`config.mk`:
```
export PLATFORM = sky130hd
export DESIGN_NAME = qupls_cache_fill
export DESIGN_NICKNAME = d
export VERILOG_FILES = /design/src/rtl/qupls_cache_fill.sv
export SDC_FILE = /design/constraint.sdc
export NUM_CORES = 2
export LEC_CHECK = 0
export ABC_CLOCK_PERIOD_IN_PS = 8800
export CORE_ASPECT_RATIO = 1.1
export CORE_MARGIN = 5
export CORE_UTILIZATION = 30
export CTS_CLUSTER_SIZE = 8
export DETAILED_ROUTE_END_ITERATION = 10
export PLACE_DENSITY = 0.53
export SLEW_MARGIN = 5
export SYNTH_ARGS = -nofsm -noshare
export SYNTH_HDL_FRONTEND = slang
export SYNTH_SLANG_ARGS = --single-unit
export TNS_END_PERCENT = 5
```
`constraint.sdc`:
```
create_clock -name clk -period 8.8 [get_ports clk]
set_clock_uncertainty 0.05 [all_clocks]
set_input_delay 2.2 -clock clk [delete_from_list [all_inputs] [get_ports clk]]
set_output_delay 2.2 -clock clk [all_outputs]
set_load 0.005 [all_outputs]
```
`src/rtl/qupls_cache_fill.sv`:
```
// Cache refill way allocator: picks a victim way per line, drives the tag-RAM write,
// and owns the per-line valid bits and round-robin counters, including a full invalidate sweep.
module qupls_cache_fill #(
  parameter int LINES  = 256,
  parameter int WAYS   = 4,
  parameter int TAGBIT = 14,
  parameter int AW     = 32,
  localparam int NDXW  = $clog2(LINES),
  localparam int TAGW  = AW - TAGBIT
) (
  input  logic                            rst,
  input  logic                            clk,
  input  logic                            fill_req,
  input  logic [AW-1:0]                   fill_adr,
  output logic                            fill_ack,
  output logic [1:0]                      fill_way,
  output logic [WAYS-1:0]                 tag_we,
  output logic [NDXW-1:0]                 tag_ndx,
  output logic [TAGW-1:0]                 tag_o,
  input  logic                            inv_line,
  input  logic [AW-1:0]                   inv_adr,
  input  logic [1:0]                      inv_way,
  input  logic                            inv_all,
  output logic                            busy,
  output logic [LINES-1:0][0:WAYS-1]      valid
);

  typedef enum logic [1:0] {IDLE, WRITE, INVALL} state_t;

  localparam logic [NDXW-1:0] LAST_LINE = NDXW'(LINES - 1);
  localparam logic [1:0]      LAST_WAY  = 2'(WAYS - 1);

  state_t state_q, state_d;

  logic [LINES-1:0][0:WAYS-1] valid_q;
  logic [LINES-1:0][1:0]      rr_q;
  logic [NDXW-1:0]            sweep_q;
  logic [1:0]                 way_q;
  logic [NDXW-1:0]            ndx_q;
  logic [TAGW-1:0]            tag_q;

  logic [NDXW-1:0] req_ndx, inv_ndx;
  logic [1:0]      victim, rr_next;
  logic            all_valid;
  logic            accept;

  assign req_ndx = fill_adr[TAGBIT-1 -: NDXW];
  assign inv_ndx = inv_adr[TAGBIT-1 -: NDXW];
  assign accept  = (state_q == IDLE) && !inv_all && fill_req;

  logic unused_adr_bits;
  assign unused_adr_bits = ^{fill_adr[TAGBIT-NDXW-1:0], inv_adr[TAGBIT-NDXW-1:0], inv_adr[AW-1:TAGBIT]};

  // Lowest invalid way wins; the descending scan leaves the smallest index in victim.
  always_comb begin
    victim    = rr_q[req_ndx];
    all_valid = 1'b1;
    for (int w = WAYS - 1; w >= 0; w--) begin
      if (!valid_q[req_ndx][w]) begin
        victim    = 2'(w);
        all_valid = 1'b0;
      end
    end
    rr_next = (rr_q[req_ndx] == LAST_WAY) ? 2'd0 : rr_q[req_ndx] + 2'd1;
  end

  always_ff @(posedge clk) begin
    if (rst) state_q <= IDLE;
    else     state_q <= state_d;
  end

  always_comb begin
    state_d = state_q;
    case (state_q)
      IDLE:    if (inv_all) state_d = INVALL;
               else if (fill_req) state_d = WRITE;
      WRITE:   state_d = IDLE;
      INVALL:  if (sweep_q == LAST_LINE) state_d = IDLE;
      default: state_d = IDLE;
    endcase
  end

  always_comb begin
    fill_ack = 1'b0;
    tag_we   = '0;
    busy     = 1'b0;
    case (state_q)
      WRITE: begin
        fill_ack       = 1'b1;
        tag_we[way_q]  = 1'b1;
      end
      INVALL:  busy = 1'b1;
      default: ;
    endcase
  end

  always_ff @(posedge clk) begin
    if (rst) begin
      valid_q <= '0;
      rr_q    <= '0;
      sweep_q <= '0;
      way_q   <= '0;
      ndx_q   <= '0;
      tag_q   <= '0;
    end else begin
      if (accept) begin
        way_q <= victim;
        ndx_q <= req_ndx;
        tag_q <= fill_adr[AW-1:TAGBIT];
        if (all_valid) rr_q[req_ndx] <= rr_next;
      end
      if (state_q == WRITE) valid_q[ndx_q][way_q] <= 1'b1;
      if (state_q == INVALL) begin
        valid_q[sweep_q] <= '0;
        rr_q[sweep_q]    <= '0;
        sweep_q          <= (sweep_q == LAST_LINE) ? '0 : sweep_q + NDXW'(1);
      end
      // Placed last so a same-edge invalidate beats the WRITE-state set.
      if (inv_line && state_q != INVALL) valid_q[inv_ndx][inv_way] <= 1'b0;
    end
  end

  assign fill_way = way_q;
  assign tag_ndx  = ndx_q;
  assign tag_o    = tag_q;
  assign valid    = valid_q;

endmodule

```
== Yosys cells after proc, flatten, opt, wreduce, memory -nomap -nowiden ==
Cells that the tools add are included.

* Reduce and logical (&&, ||, !) cells: 13
* $lt $le $gt $ge: 14
* Bitwise operators: 9
* Equal/unequal tests: 7
* $add $sub $neg: 2
* Multiplexer cells: 47

{| class="wikitable"
|+ Operator list
! kind !! number
|-
| 1024-bit two-way mux || 5
|-
| 1024-bit AND || 2
|-
| 512-bit two-way mux || 4
|-
| 1024-bit inverter || 2
|-
| 1024-bit bitwise OR || 1
|-
| 512-bit AND || 1
|-
| 512-bit bitwise mux || 1
|-
| 512-bit inverter || 1
|-
| 4-bit demux with 8-bit select || 3
|-
| 8-bit by 9-bit < comparator with 1-bit output (second input constant) || 4
|-
| 4-bit binary-select mux with 8-bit select || 1
|-
| 2-bit demux with 8-bit select || 2
|-
| 8-bit by 1-bit >= comparator with 1-bit output (second input constant) || 4
|-
| 2-bit two-way mux || 11
|-
| 4-bit two-way mux || 5
|-
| 2-bit binary-select mux with 8-bit select || 1
|-
| 1-bit logical AND || 10
|-
| 1-bit two-way mux || 9
|-
| 8-bit by 1-bit adder with 8-bit output (second input constant) || 1
|-
| 8-bit equality test (second input constant) || 1
|-
| 8-bit two-way mux || 1
|-
| 1-bit demux with 2-bit select || 3
|-
| 3-bit >= comparator (second input constant) || 2
|-
| 3-bit by 1-bit < comparator with 1-bit output (second input constant) || 2
|-
| other kinds (13) || 15
|}

* Word-level logic and storage cells: 609
* Input bits: 71
* Output and inout bits: 1058
* Bits in registers: 1574

== Longest topological paths before layout ==
* Word-level depth: 15
* Mapped depth: 20
* Mapped depth without buffers: 11

== Least setup slack after synthesis ==
OpenSTA, ideal clock, no wires.

* Path type: input -> register
* From: input fill_adr[6]
* To: register rr_q[1] in the netlist's numbering
* Buffers on the path: 10
* Cell stages on the path: 19
* Data required time: 8680 ps
* Library setup time: 70 ps
* Arrival time: 6261 ps
* Path slack: 2420 ps
* Cell sequence: buf_2 buf_6 buf_6 buf_6 buf_6 buf_6 buf_2 buf_2 mux4_2 mux4_2 a32oi_1 o211ai_1 o21ai_1 o2111ai_1 ha_1 clkbuf_1 buf_1 nand4_1 a21oi_1

* Longest elaborated chain between the ends: 11
* Elaborated cells on any way between the ends: 22
* Classes of those cells: add/sub (1); order compare (2); eq/ne (1); mux (16); bitwise (1); reduce/logical (1)

{| class="wikitable"
|+ Ends and longest elaborated chain
! element !! line !! source
|-
| start: declaration || 14 || <nowiki>input logic [AW-1:0] fill_adr,</nowiki>
|-
| parallel branches: the longest is 6 deep, another holds 2-bit by 1-bit adder with 2-bit output || n/a ||
|-
| 512-bit two-way mux (*) || 110 || <nowiki>if (all_valid) rr_q[req_ndx] <= rr_next;</nowiki>
|-
| 512-bit two-way mux (*) || 106 || <nowiki>if (accept) begin</nowiki>
|-
| 512-bit two-way mux (*) || 98 || <nowiki>if (rst) begin</nowiki>
|-
| 512-bit AND (no line) || n/a ||
|-
| 512-bit two-way mux (*) || 113 || <nowiki>if (state_q == INVALL) begin</nowiki>
|-
| end signal: indexed assignment || 110 ||
|-
| end: declaration || 36 || <nowiki>logic [LINES-1:0][1:0] rr_q;</nowiki>
|}

Mark *: on every way between the ends. The select of a mux whose other input is x is not followed.
A chain may end at the register's enable or synchronous reset.

== Worst setup path in the final report ==
* From: input fill_adr[6]
* To: register rr_q[353] in the netlist's numbering

Same word-level chain as after synthesis.

==> summary.md <==
| Metric | Value |
|---|---|
| Initial DRC count | about 11000 |
| Top cell type's share of synthesized area | 41.91% |
| Number of synthesized register bits | 1574 |
| Post-CTS setup buffers | 0 |
| Most frequent cells after synthesis | a21oi_1, dfxtp_1, nor2_1 |
| Least-Margin Pin Slew | 1418 ps |
| EDFF count, synth | 0 |
| Gate Count Post-Synth | 9177 |
| Area leader, netlist | dfxtp_1 |
| Horiz. Die Dim | between 400 and 500 µm |
| Netlist cell types | 45 |
| Core Area | between 200000 and 250000 µm² |
| Pleak | just under 30 nW |
| Fmax | 142.0 MHz |
| Dominant synthesized flop cell | dfxtp_1 |
| Worst endpoint required time | 9470 ps |
| Site row count | approximately 190 |
| CTS root buffer | clkbuf_16 |
| Final nets | 9945 |
| CTS Buffer Depth | 3 |
| Post-Syn Area | 75190 µm² |
| Drt wl/cell | 33.45 µm |
| Total Wirelength | roughly 440000 µm |
| Drt pass-1 iters | 9 |
| IO Pins | 1129 |
| Post-CTS sizing | 0 |
| Post-layout min period | roughly 7000 ps |
| H-tree depth | 4 |
| Congestion Overflow GR | 0 |
| Setup crit start kind | primary input |
| Die Area | 260800 µm² |
| Synth async-reset ratio | 0% |
| Placed wire-length estimate | 303200 µm |
| DP Worst Slack | 1176 ps |
| Largest net degree at the start of global routing | about 140 |
| Via total after detailed routing | between 80000 and 90000 |
| Fin area | 95560 µm² |
| CP max FO | 143 |
| Input/output buffers | about 1100 |
| Min-delay worst type | flip-flop to flip-flop |
| Critical Path End Type | flip-flop |
| Power Dens Cells | 167.8 nW/µm² |
| TritonCTS Buffers | approximately 220 |
| CP startpoint | fill_adr[6] |
| Initial antenna violation count | 33 |
| Final antenna-violating net count | 0 |
| Cts hold-fix bufs | 0 |
| DP Area | between 80000 and 90000 µm² |
| CTS tree | yes |
| Clk_lat worst skew | 930 ps |
| Starting Density | 30.18% |
| Hold_sp | tag_o[5] |
| Die Ht | between 500 and 600 µm |
| RSZ-0062 raised after global routing | no |
| Synth-to-layout area growth | 27.09% |
| Yosys warns | 0 |
| Hold Fails Final Rpt | 0 |
| Crit path max-delay cell type | nor4_1 |
| Vias per cell | roughly 6.3 |
| DR DRC count | 0 |
| Worst flop-to-flop path startpoint | valid[1021] |
| VDD IR max | 0.1692 mV |
| Status | completed |
| Final period util | 80.00% |
| Count leader, synth | a21oi_1 |
| Synth area leaders | dfxtp_1, mux4_2, a21oi_1 |
| CP Cell Sequence | buf_8, buf_12, buf_12, mux4_2, a22oi_1, a21oi_1, nor4_1, buf_4, nor2_1, or4_1, and4_4, buf_12, nand4_1, a21oi_1 |
| First-pass GRT wire length | 604200 µm |
| Setup violators final | 0 |
| Vias in the first global route | 78078 |
| CP max stage delay | approximately 900 ps |
| CP arrival | 7710 ps |
| Seq/Total Area, Yosys | between 40% and 50% |
| Rel. slew slack | 5.271% |
| Critical path type | primary input to flip-flop |
| GPL Wtd Cong | 0.9236 |
| Synthesized net count | 9253 |
| All-layer global routing usage | between 30 and 40% |
| Setup_tns | 0 ps |
| Max-cap violations | 0 |
| Avg Inst Size Synth | approximately 8.2 µm² |
| Share of cells above drive strength 1 | around a tenth |
| CTS Sinks | 1574 |
| Hold WS | between 400 and 500 ps |
| Worst-path clk slew | 50 ps |
| Final WS setup | 1760 ps |
| CP dominant cell by count | buf_12 |
| Slew Limit Fails | 0 |
sequential cells by signal (all words and copies together), names as in the netlist:
register  cells
valid      1024
rr_q        512
tag_o        18
sweep_q       8
tag_ndx       8
fill_way      2
state_q       2
report_power, final:
group	internal [mW]	switching [mW]	total [mW]
clock network	4.45	3.37	7.83
registers	7.14	0.0109	7.15
logic	0.211	0.842	1.05
kinds of logic after synthesis:
kind of cell    count (synthesis)  synth area share (%)
xor+xnor                        4               0.04659
compound gates               2597                 18.73
buf+inv                       807                 4.375
mux                           403                 12.02
fa+ha+maj                       5               0.08320
simple gates                 3787                 22.84
flops                        1574                 41.91
layer usage:
layer  vias to the layer above  track usage [%]  wire, µm
met1                     40897            40.02    166500
met3                      1255            8.308     49360
met2                      6219            48.87    193100
li1                      34832                -         -
met5                         -                0       109
met4                        16            20.94     33180
critical path: cells and delay by family:
family	cells	cell delay (ps)
compound gates	3	560
simple gates	5	2220
mux	1	550
buf+inv	5	1730
stage by stage:
step / cells / total power [mW] / util [%]
detailed placement: 12948 / 8.328 / 35.93
CTS: 13191 / 16.07 / 38.33
finish: 13221 / 16.03 / 38.36
floorplan: 9177 / 7.807 / -
global placement: 12948 / 8.319 / 35.93
global route: 13205 / 16.38 / 38.34
final cells by class:
cell class	instances	area (µm²)
Inverter	4	15.01
Tap cell	3298	4126
Sequential cell	1574	31510
Multi-Input combinational cell	6796	41010
Antenna cell	30	75.07
Clock buffer	224	5507
Timing Repair Buffer	1276	12850
Fill cell	24630	153600
Clock inverter	19	465.4
path summary, 6_finish.rpt:
kind	cells after the start	end	slack [ps]
min reg2reg	2	tag_o[5]	410
max	14	rr_q[353]	1760
min	2	tag_o[5]	410
max reg2reg	11	rr_q[353]	4110
placed cells by master, fill, tap and decap left out, drive strengths merged, types with 161 or more instances in the layout:
master and n:
a21o 161, a21oi 1648, a22oi 161, buf 185
clkbuf 224, clkdlybuf4s50 1091, dfxtp 1574, mux4 400
nand2 601, nand4 462, nor2 1417, nor3 1079
o21ai 517
(Power assumes the default switching activity.)
